**config.mk**
```make
export PLATFORM = sky130hd
export DESIGN_NAME = multi_ch_sync_filter_flat
export DESIGN_NICKNAME = d
export VERILOG_FILES = /design/src/rtl/sync_pkg.sv /design/src/rtl/multi_ch_sync_filter_if.sv /design/src/rtl/sync_chain_ch.sv /design/src/rtl/multi_ch_sync_filter.sv /design/src/flat_wrapper.sv
export SDC_FILE = /design/constraint.sdc
export NUM_CORES = 1
export LEC_CHECK = 0
export ABC_AREA = 1
export CORE_ASPECT_RATIO = 0.8
export CORE_MARGIN = 2
export CORE_UTILIZATION = 30
export DETAILED_ROUTE_END_ITERATION = 7
export PLACE_DENSITY_LB_ADDON = 0.2
export SLEW_MARGIN = 25
export SYNTH_ARGS = -nofsm -noshare
export SYNTH_HDL_FRONTEND = slang
export SYNTH_SLANG_ARGS = --single-unit
```
**constraint.sdc**
```tcl
create_clock -name clk -period 1.9 [get_ports clk]
set_input_delay 0.38 -clock clk [delete_from_list [all_inputs] [get_ports clk]]
set_output_delay 0.38 -clock clk [all_outputs]
set_load 0.005 [all_outputs]
```
**src/rtl/sync_pkg.sv**
```systemverilog
// Shared constants, counter sizing and parameter checks for multi_ch_sync_filter.
// The optional glitch filter is built only when MULTI_CH_SYNC_FILTER_EN is defined.
`ifndef SYNC_PKG_SV
`define SYNC_PKG_SV

// Elaboration-time lower-bound check; expands to a named generate-if.
`define SYNC_CHECK_MIN(val, minv, blk) \
  if ((val) < (minv)) begin : blk \
    $error("multi_ch_sync_filter: parameter value %0d below minimum %0d", (val), (minv)); \
  end

package sync_pkg;

  localparam int unsigned SYNC_MIN_STAGES = 2;
  localparam int unsigned SYNC_MIN_FILT   = 1;

  // Filter counter width; never narrower than one bit so FILT_LEN=1 still builds.
  function automatic int unsigned sync_cnt_width(input int unsigned len);
    if (len <= 32'd1) return 32'd1;
    return 32'($clog2(len));
  endfunction

endpackage

`endif

```
**src/rtl/multi_ch_sync_filter_if.sv**
```systemverilog
// Signal bundle between multi_ch_sync_filter and its user: async inputs in,
// synchronised levels and edge pulses out.
interface multi_ch_sync_filter_if #(
  parameter int unsigned CH = 8
);
  logic [CH-1:0] async_in;
  logic [CH-1:0] sync_out;
  logic [CH-1:0] rise_pulse;
  logic [CH-1:0] fall_pulse;
  logic          any_change;

  modport master (
    output async_in,
    input  sync_out, rise_pulse, fall_pulse, any_change
  );

  modport slave (
    input  async_in,
    output sync_out, rise_pulse, fall_pulse, any_change
  );
endinterface

```
**src/rtl/sync_chain_ch.sv**
```systemverilog
// One channel: STAGES-deep synchroniser, optional glitch filter (MULTI_CH_SYNC_FILTER_EN),
// registered level and rise/fall pulses.
module sync_chain_ch
  import sync_pkg::*;
#(
  parameter int unsigned STAGES   = 2,
  parameter int unsigned FILT_LEN = 4,
  parameter bit          RST_VAL  = 1'b0
) (
  input  logic clk,
  input  logic rst,
  input  logic async_in,
  output logic sync_out,
  output logic rise_pulse,
  output logic fall_pulse,
  output logic change_c
);

  `SYNC_CHECK_MIN(STAGES, SYNC_MIN_STAGES, g_bad_stages)
  `SYNC_CHECK_MIN(FILT_LEN, SYNC_MIN_FILT, g_bad_filt)

  logic [STAGES-1:0] chain;
  logic              sync_nxt;

  // chain[0] is the metastability-exposed capture flop; chain[STAGES-1] is the settled level.
  always_ff @(posedge clk or posedge rst) begin
    if (rst) chain <= {STAGES{RST_VAL}};
    else     chain <= {chain[STAGES-2:0], async_in};
  end

`ifdef MULTI_CH_SYNC_FILTER_EN
  localparam int unsigned CW = sync_cnt_width(FILT_LEN);
  localparam logic [CW-1:0] CNT_LAST = CW'(FILT_LEN - 1);

  logic [CW-1:0] cnt;
  logic [CW-1:0] cnt_nxt;

  // Accept a new level only after it has differed from sync_out for FILT_LEN edges.
  always_comb begin
    sync_nxt = sync_out;
    cnt_nxt  = '0;
    if (chain[STAGES-1] != sync_out) begin
      if (cnt == CNT_LAST) sync_nxt = chain[STAGES-1];
      else                 cnt_nxt  = cnt + CW'(1);
    end
  end

  always_ff @(posedge clk or posedge rst) begin
    if (rst) cnt <= '0;
    else     cnt <= cnt_nxt;
  end
`else
  assign sync_nxt = chain[STAGES-1];
`endif

  assign change_c = sync_nxt ^ sync_out;

  always_ff @(posedge clk or posedge rst) begin
    if (rst) begin
      sync_out   <= RST_VAL;
      rise_pulse <= 1'b0;
      fall_pulse <= 1'b0;
    end else begin
      sync_out   <= sync_nxt;
      rise_pulse <= sync_nxt & ~sync_out;
      fall_pulse <= ~sync_nxt & sync_out;
    end
  end

endmodule

```
**src/rtl/multi_ch_sync_filter.sv**
```systemverilog
// CH independent single-bit synchronisers with optional glitch filter
// (MULTI_CH_SYNC_FILTER_EN) and per-channel edge pulses. Not for coherent buses.
module multi_ch_sync_filter
  import sync_pkg::*;
#(
  parameter int unsigned   CH       = 8,
  parameter int unsigned   STAGES   = 2,
  parameter int unsigned   FILT_LEN = 4,
  parameter logic [CH-1:0] RST_VAL  = '0
) (
  input  logic                  clk,
  input  logic                  rst,
  multi_ch_sync_filter_if.slave bus
);

  `SYNC_CHECK_MIN(CH, SYNC_MIN_FILT, g_bad_ch)

  logic [CH-1:0] sync_w;
  logic [CH-1:0] rise_w;
  logic [CH-1:0] fall_w;
  logic [CH-1:0] change_c;

  for (genvar i = 0; i < CH; i++) begin : g_ch
    sync_chain_ch #(
      .STAGES   (STAGES),
      .FILT_LEN (FILT_LEN),
      .RST_VAL  (RST_VAL[i])
    ) u_ch (
      .clk        (clk),
      .rst        (rst),
      .async_in   (bus.async_in[i]),
      .sync_out   (sync_w[i]),
      .rise_pulse (rise_w[i]),
      .fall_pulse (fall_w[i]),
      .change_c   (change_c[i])
    );
  end

  assign bus.sync_out   = sync_w;
  assign bus.rise_pulse = rise_w;
  assign bus.fall_pulse = fall_w;

  // Registered on the same edge as the per-channel pulses so it lines up with them.
  always_ff @(posedge clk or posedge rst) begin
    if (rst) bus.any_change <= 1'b0;
    else     bus.any_change <= |change_c;
  end

endmodule
```
**src/flat_wrapper.sv**
```systemverilog
// flat-port wrapper written by rule: the top's interface ports become plain ports
module multi_ch_sync_filter_flat import sync_pkg::*;
#(
  parameter int unsigned   CH       = 8,
  parameter int unsigned   STAGES   = 2,
  parameter int unsigned   FILT_LEN = 4,
  parameter logic [CH-1:0] RST_VAL  = '0
)
  (clk, rst, bus_async_in, bus_sync_out, bus_rise_pulse, bus_fall_pulse, bus_any_change);
  multi_ch_sync_filter_if #(.CH(CH)) bus_i ();
  input  logic clk;
  input  logic rst;
  input wire logic [$bits(bus_i.async_in)-1:0] bus_async_in;
  output wire logic [$bits(bus_i.sync_out)-1:0] bus_sync_out;
  output wire logic [$bits(bus_i.rise_pulse)-1:0] bus_rise_pulse;
  output wire logic [$bits(bus_i.fall_pulse)-1:0] bus_fall_pulse;
  output wire logic [$bits(bus_i.any_change)-1:0] bus_any_change;
  assign bus_i.async_in = bus_async_in;
  assign bus_sync_out = bus_i.sync_out;
  assign bus_rise_pulse = bus_i.rise_pulse;
  assign bus_fall_pulse = bus_i.fall_pulse;
  assign bus_any_change = bus_i.any_change;
  multi_ch_sync_filter #(.CH(CH), .STAGES(STAGES), .FILT_LEN(FILT_LEN), .RST_VAL(RST_VAL)) u_core (.clk(clk), .rst(rst), .bus(bus_i));
endmodule
```
# Word-level counts from Yosys, hierarchy flattened
# Cells that the tools add are included.
[totals]
ff_bits = 41
out_inout_bits = 25
[op_classes]
bitwise = 40
n_reduce_logical = 1
[ops]
columns = ["operator", "count"]
rows = [
  ["1-bit AND", 16],
  ["1-bit NOT", 16],
  ["8-bit OR reduction", 1],
  ["1-bit bitwise XOR", 8],
]

# Longest topological paths before layout
[depth]
depth_word = 2
depth_mapped = 5
mapped_depth_nobuf = 5

# Hierarchy
# A second synthesis with hierarchy kept.
[unflattened]
cells_unflattened = 105
hier_area_um2 = 1406.3
[by_module_without_submodules]
columns = ["mod", "n_inst", "cells_per_inst", "area_per_inst_um2"]
rows = [
  ["sync_chain_ch", 8, 11, 165.2],
  ["multi_ch_sync_filter", 1, 17, 85.1],
]

# Worst setup path before layout
# OpenSTA, ideal clock, no wires.
[synth_timing]
path_type = "flip-flop to flip-flop"
start = "register u_core.g_ch[7].u_ch.sync_out"
end = "register u_core.bus.any_change"
t_arrival_ps = 820
required_ps = 1781
slack_ps = 962
path_stages_with_launch = 6
cell_sequence = "dfrtp_1 > inv_1 > ha_1 > nand2_1 > nor2_1 > nand2_1"
[synth_between]
elab_chain_cells = 2
[synth_rtl]
columns = ["element", "line", "source"]
rows = [
  ["start, declared", "sync_chain_ch.sv:13", "output logic sync_out,"],
  ["start signal, assigned", "sync_chain_ch.sv:64", "sync_out <= sync_nxt;"],
  ["1-bit bitwise XOR", "sync_chain_ch.sv:56", "assign change_c = sync_nxt ^ sync_out;"],
  ["8-bit OR reduction", "multi_ch_sync_filter.sv:46", "else bus.any_change <= |change_c;"],
  ["end signal, assigned", "multi_ch_sync_filter.sv:46", ""],
  ["end, declared", "multi_ch_sync_filter_if.sv:19", "output sync_out, rise_pulse, fall_pulse, any_change"],
]
# Every way passes these cells.

# Final worst setup path
[layout_timing]
start = "register u_core.g_ch[1].u_ch.sync_out"
end = "output port bus_sync_out[1]"
[layout_lines]
columns = ["element", "line", "source"]
rows = [
  ["start, declared", "sync_chain_ch.sv:13", ""],
  ["start signal, assigned", "sync_chain_ch.sv:64", ""],
  ["end, declared", "flat_wrapper.sv:14", "output wire logic [$bits(bus_i.sync_out)-1:0] bus_sync_out;"],
]
# No word-level cell between the ends.

==> flow_summary.ini <==
[status]
status = completed

[placement]
placed_area_sq_um = 1747
gp_congestion = 0.6626
dp_hpwl_mm = 1.284
portBuffers = 34

[run]
maxCapViolCount = 0

[timing]
min_period_ps = 1548
relSlewSlack_pct = 82.65
max_freq_mhz = 646.2
finalHoldViolCount = 0
tightest_slew_ps = 260.2
fin_crit_sh_pct = 81.45
fin_skew_ps = 2.801
slew_viol_final = 0
rsz0062_at_grt = no
finalSetupViolCount = 0
hold_ws_ps = 350.0
setup_tns_ps = 0

[global_routing]
grt_pass1_vias = 726
busiest_layer = met2
grt_pass1_wl_mm = 3.049
antenna_found_initial = 0
track_usage_pct = 7.423
grt_start_max_net_pins = 22
grtUsageMet1_pct = 7.716
grtUsageMet3_pct = 4.401
grtUsageMet2_pct = 11.59
overflow = 0

[worst_setup_path]
critPathMaxStageDelay_ps = 510
crit_buf_inv = 1
crit_type = reg -> out
cp_data_arrival_time_ps = 1170
cp_slowest_cell = clkdlybuf4s50_1
critPathMaxFanout = 3
worstPathCellList = clkdlybuf4s50_1
critical-path-top-delay-family = buffers and inverters
cp-start-kind = flop
worst_ep_required_time_ps = 1520
crit_path_end_kind = output pin

[logic_synthesis]
syn_inst = 105
ys_ff_latch = 41
synth_area_leaders = dfrtp_1, ha_1, buf_4
seq_area_frac_synth_pct = 68.56
syn_area_sq_um = 1496
synth_nets = 131
netlist.area_leader.share_pct = 68.56
synth_area_per_cell_sq_um = 14.25
yosysWarnings = 0
synth_cell_type_count = 6
yosys.area.top_type = dfrtp_1

[pwr]
power_density_nw_per_um2 = 864.1
netSwitchingFraction_pct = 20.73
power_frac_comb_pct = 7.7
leakage_nw = 0.8965
p_switching_mw = 0.3273
intPower_mw = 1.251
power.total_mw = 1.578
vdd_drop_max_uv = 323.5
seqPwrFrac_pct = 59.3
share_clk_of_total_power_pct = 33.0

[min_path]
hold_path_class = reg -> reg

[layout]
multiInputGateArea_sq_um = 226.5
final_nets = 150
fin_area_sq_um = 1827
layout_common_cells = dfrtp_1, clkdlybuf4s50_1, inv_1, ha_1
final_common_cell = dfrtp_1
syn_to_final_growth_pct = 22.07
insertedDiodeCount = 0
drive_gt1_share_pct = 5.600
ff_latch_area_sq_um = 1026
fillers = 441

[routing]
drt_pre_antenna_iters = 2
vias = 692
wire_per_inst_um = 9.422
vias_per_cell = 3.741
drt_iter0_drc = 15
drc = 0
ant_nets = 0
routed_wl_mm = 1.743

[clock_network]
post_cts_buffers = 0
numClockSinks = 41
cts-htree-levels = 2
postCtsResizedCells = 0
clock_latency_ps = 280
cts-root-buf = clkbuf_8
clock_path_buffers = 2
cts_hold_buf = 0
path_clk_slew_ps = 70
cts_tree = yes
cts_buffers = 5

[die]
ios = 35
core_area_sq_um = 4707
die_area_sq_um = 5572
fp.dieH_um = 67.17
die_w_um = 82.96
initial_core_util_pct = 31.79
rows = 22
## synth_stat cells, drive strengths merged
| library cell | n |
|---|---|
| inv | 17 |
| ha | 16 |
| buf | 24 |
| dfrtp | 41 |
| nor2 | 2 |
| nand2 | 5 |
## power by group through the flow
stage | Sequential [mW] | Clock (mW) | Combinational [mW]
floorplan | 0.948 | 0 | 0.0767
global placement | 0.951 | 0 | 0.126
detailed placement | 0.954 | 0 | 0.127
CTS | 0.936 | 0.554 | 0.127
global route | 0.941 | 0.592 | 0.139
finish | 0.935 | 0.521 | 0.122
## final cells by class
cell class                 count  area share [%]
tap                           60           4.110
clock buffer                   8           4.384
inverter                      17           3.493
timing repair buffer          36           19.45
sequential                    41           56.16
multi-input combinational     23           12.40
## metrics by stage
| stage | worst slack [ps] | util [%] | cells |
|---|---|---|---|
| after global routing | 287.7 | 38.81 | 185 |
| after detailed placement | 651.3 | 37.11 | 177 |
| after global placement | 663.5 | 37.11 | 177 |
| after CTS | 321.6 | 38.81 | 185 |
| after floorplan | 574.0 | - | 105 |
| final | 352.5 | 38.81 | 185 |
## per-layer routing
layer / part of all wire, % / vias up / wire [um]
met4: 1.4 / 0 / 25
met3: 9.3 / 5 / 162
met2: 47 / 25 / 824
li1: - / 322 / -
met5: 0 / - / 0
met1: 42 / 340 / 731
## path summary, 6_finish.rpt
path,slack [ps],startpoint,cells past startpoint,end
worst max-delay path,350,u_core.g_ch[1].u_ch.sync_out,1,bus_sync_out[1]
worst min-delay path,350,u_core.g_ch[2].u_ch.chain[0],0,u_core.g_ch[2].u_ch.chain[1]
worst max register to register,880,u_core.g_ch[1].u_ch.sync_out,5,u_core.bus.any_change
worst min register to register,350,u_core.g_ch[2].u_ch.chain[0],0,u_core.g_ch[2].u_ch.chain[1]
max in group asynchronous,1250,rst,3,u_core.g_ch[7].u_ch.rise_pulse
min in group asynchronous,430,rst,3,u_core.g_ch[6].u_ch.fall_pulse
## cells by family after synthesis
group         Yosys count  share of synthesized area (%)
fa+ha+maj              16                          13.38
simple gates            7                          1.756
buf+inv                41                          16.30
flops                  41                          68.56
## registers in the layout (all words and copies together) (netlist names)
signal                       cells
u_core.bus.any_change            1
u_core.g_ch.u_ch.chain          16
u_core.g_ch.u_ch.sync_out        8
u_core.g_ch.u_ch.rise_pulse      8
u_core.g_ch.u_ch.fall_pulse      8
Note: power is estimated with default switching activity, not from simulation.
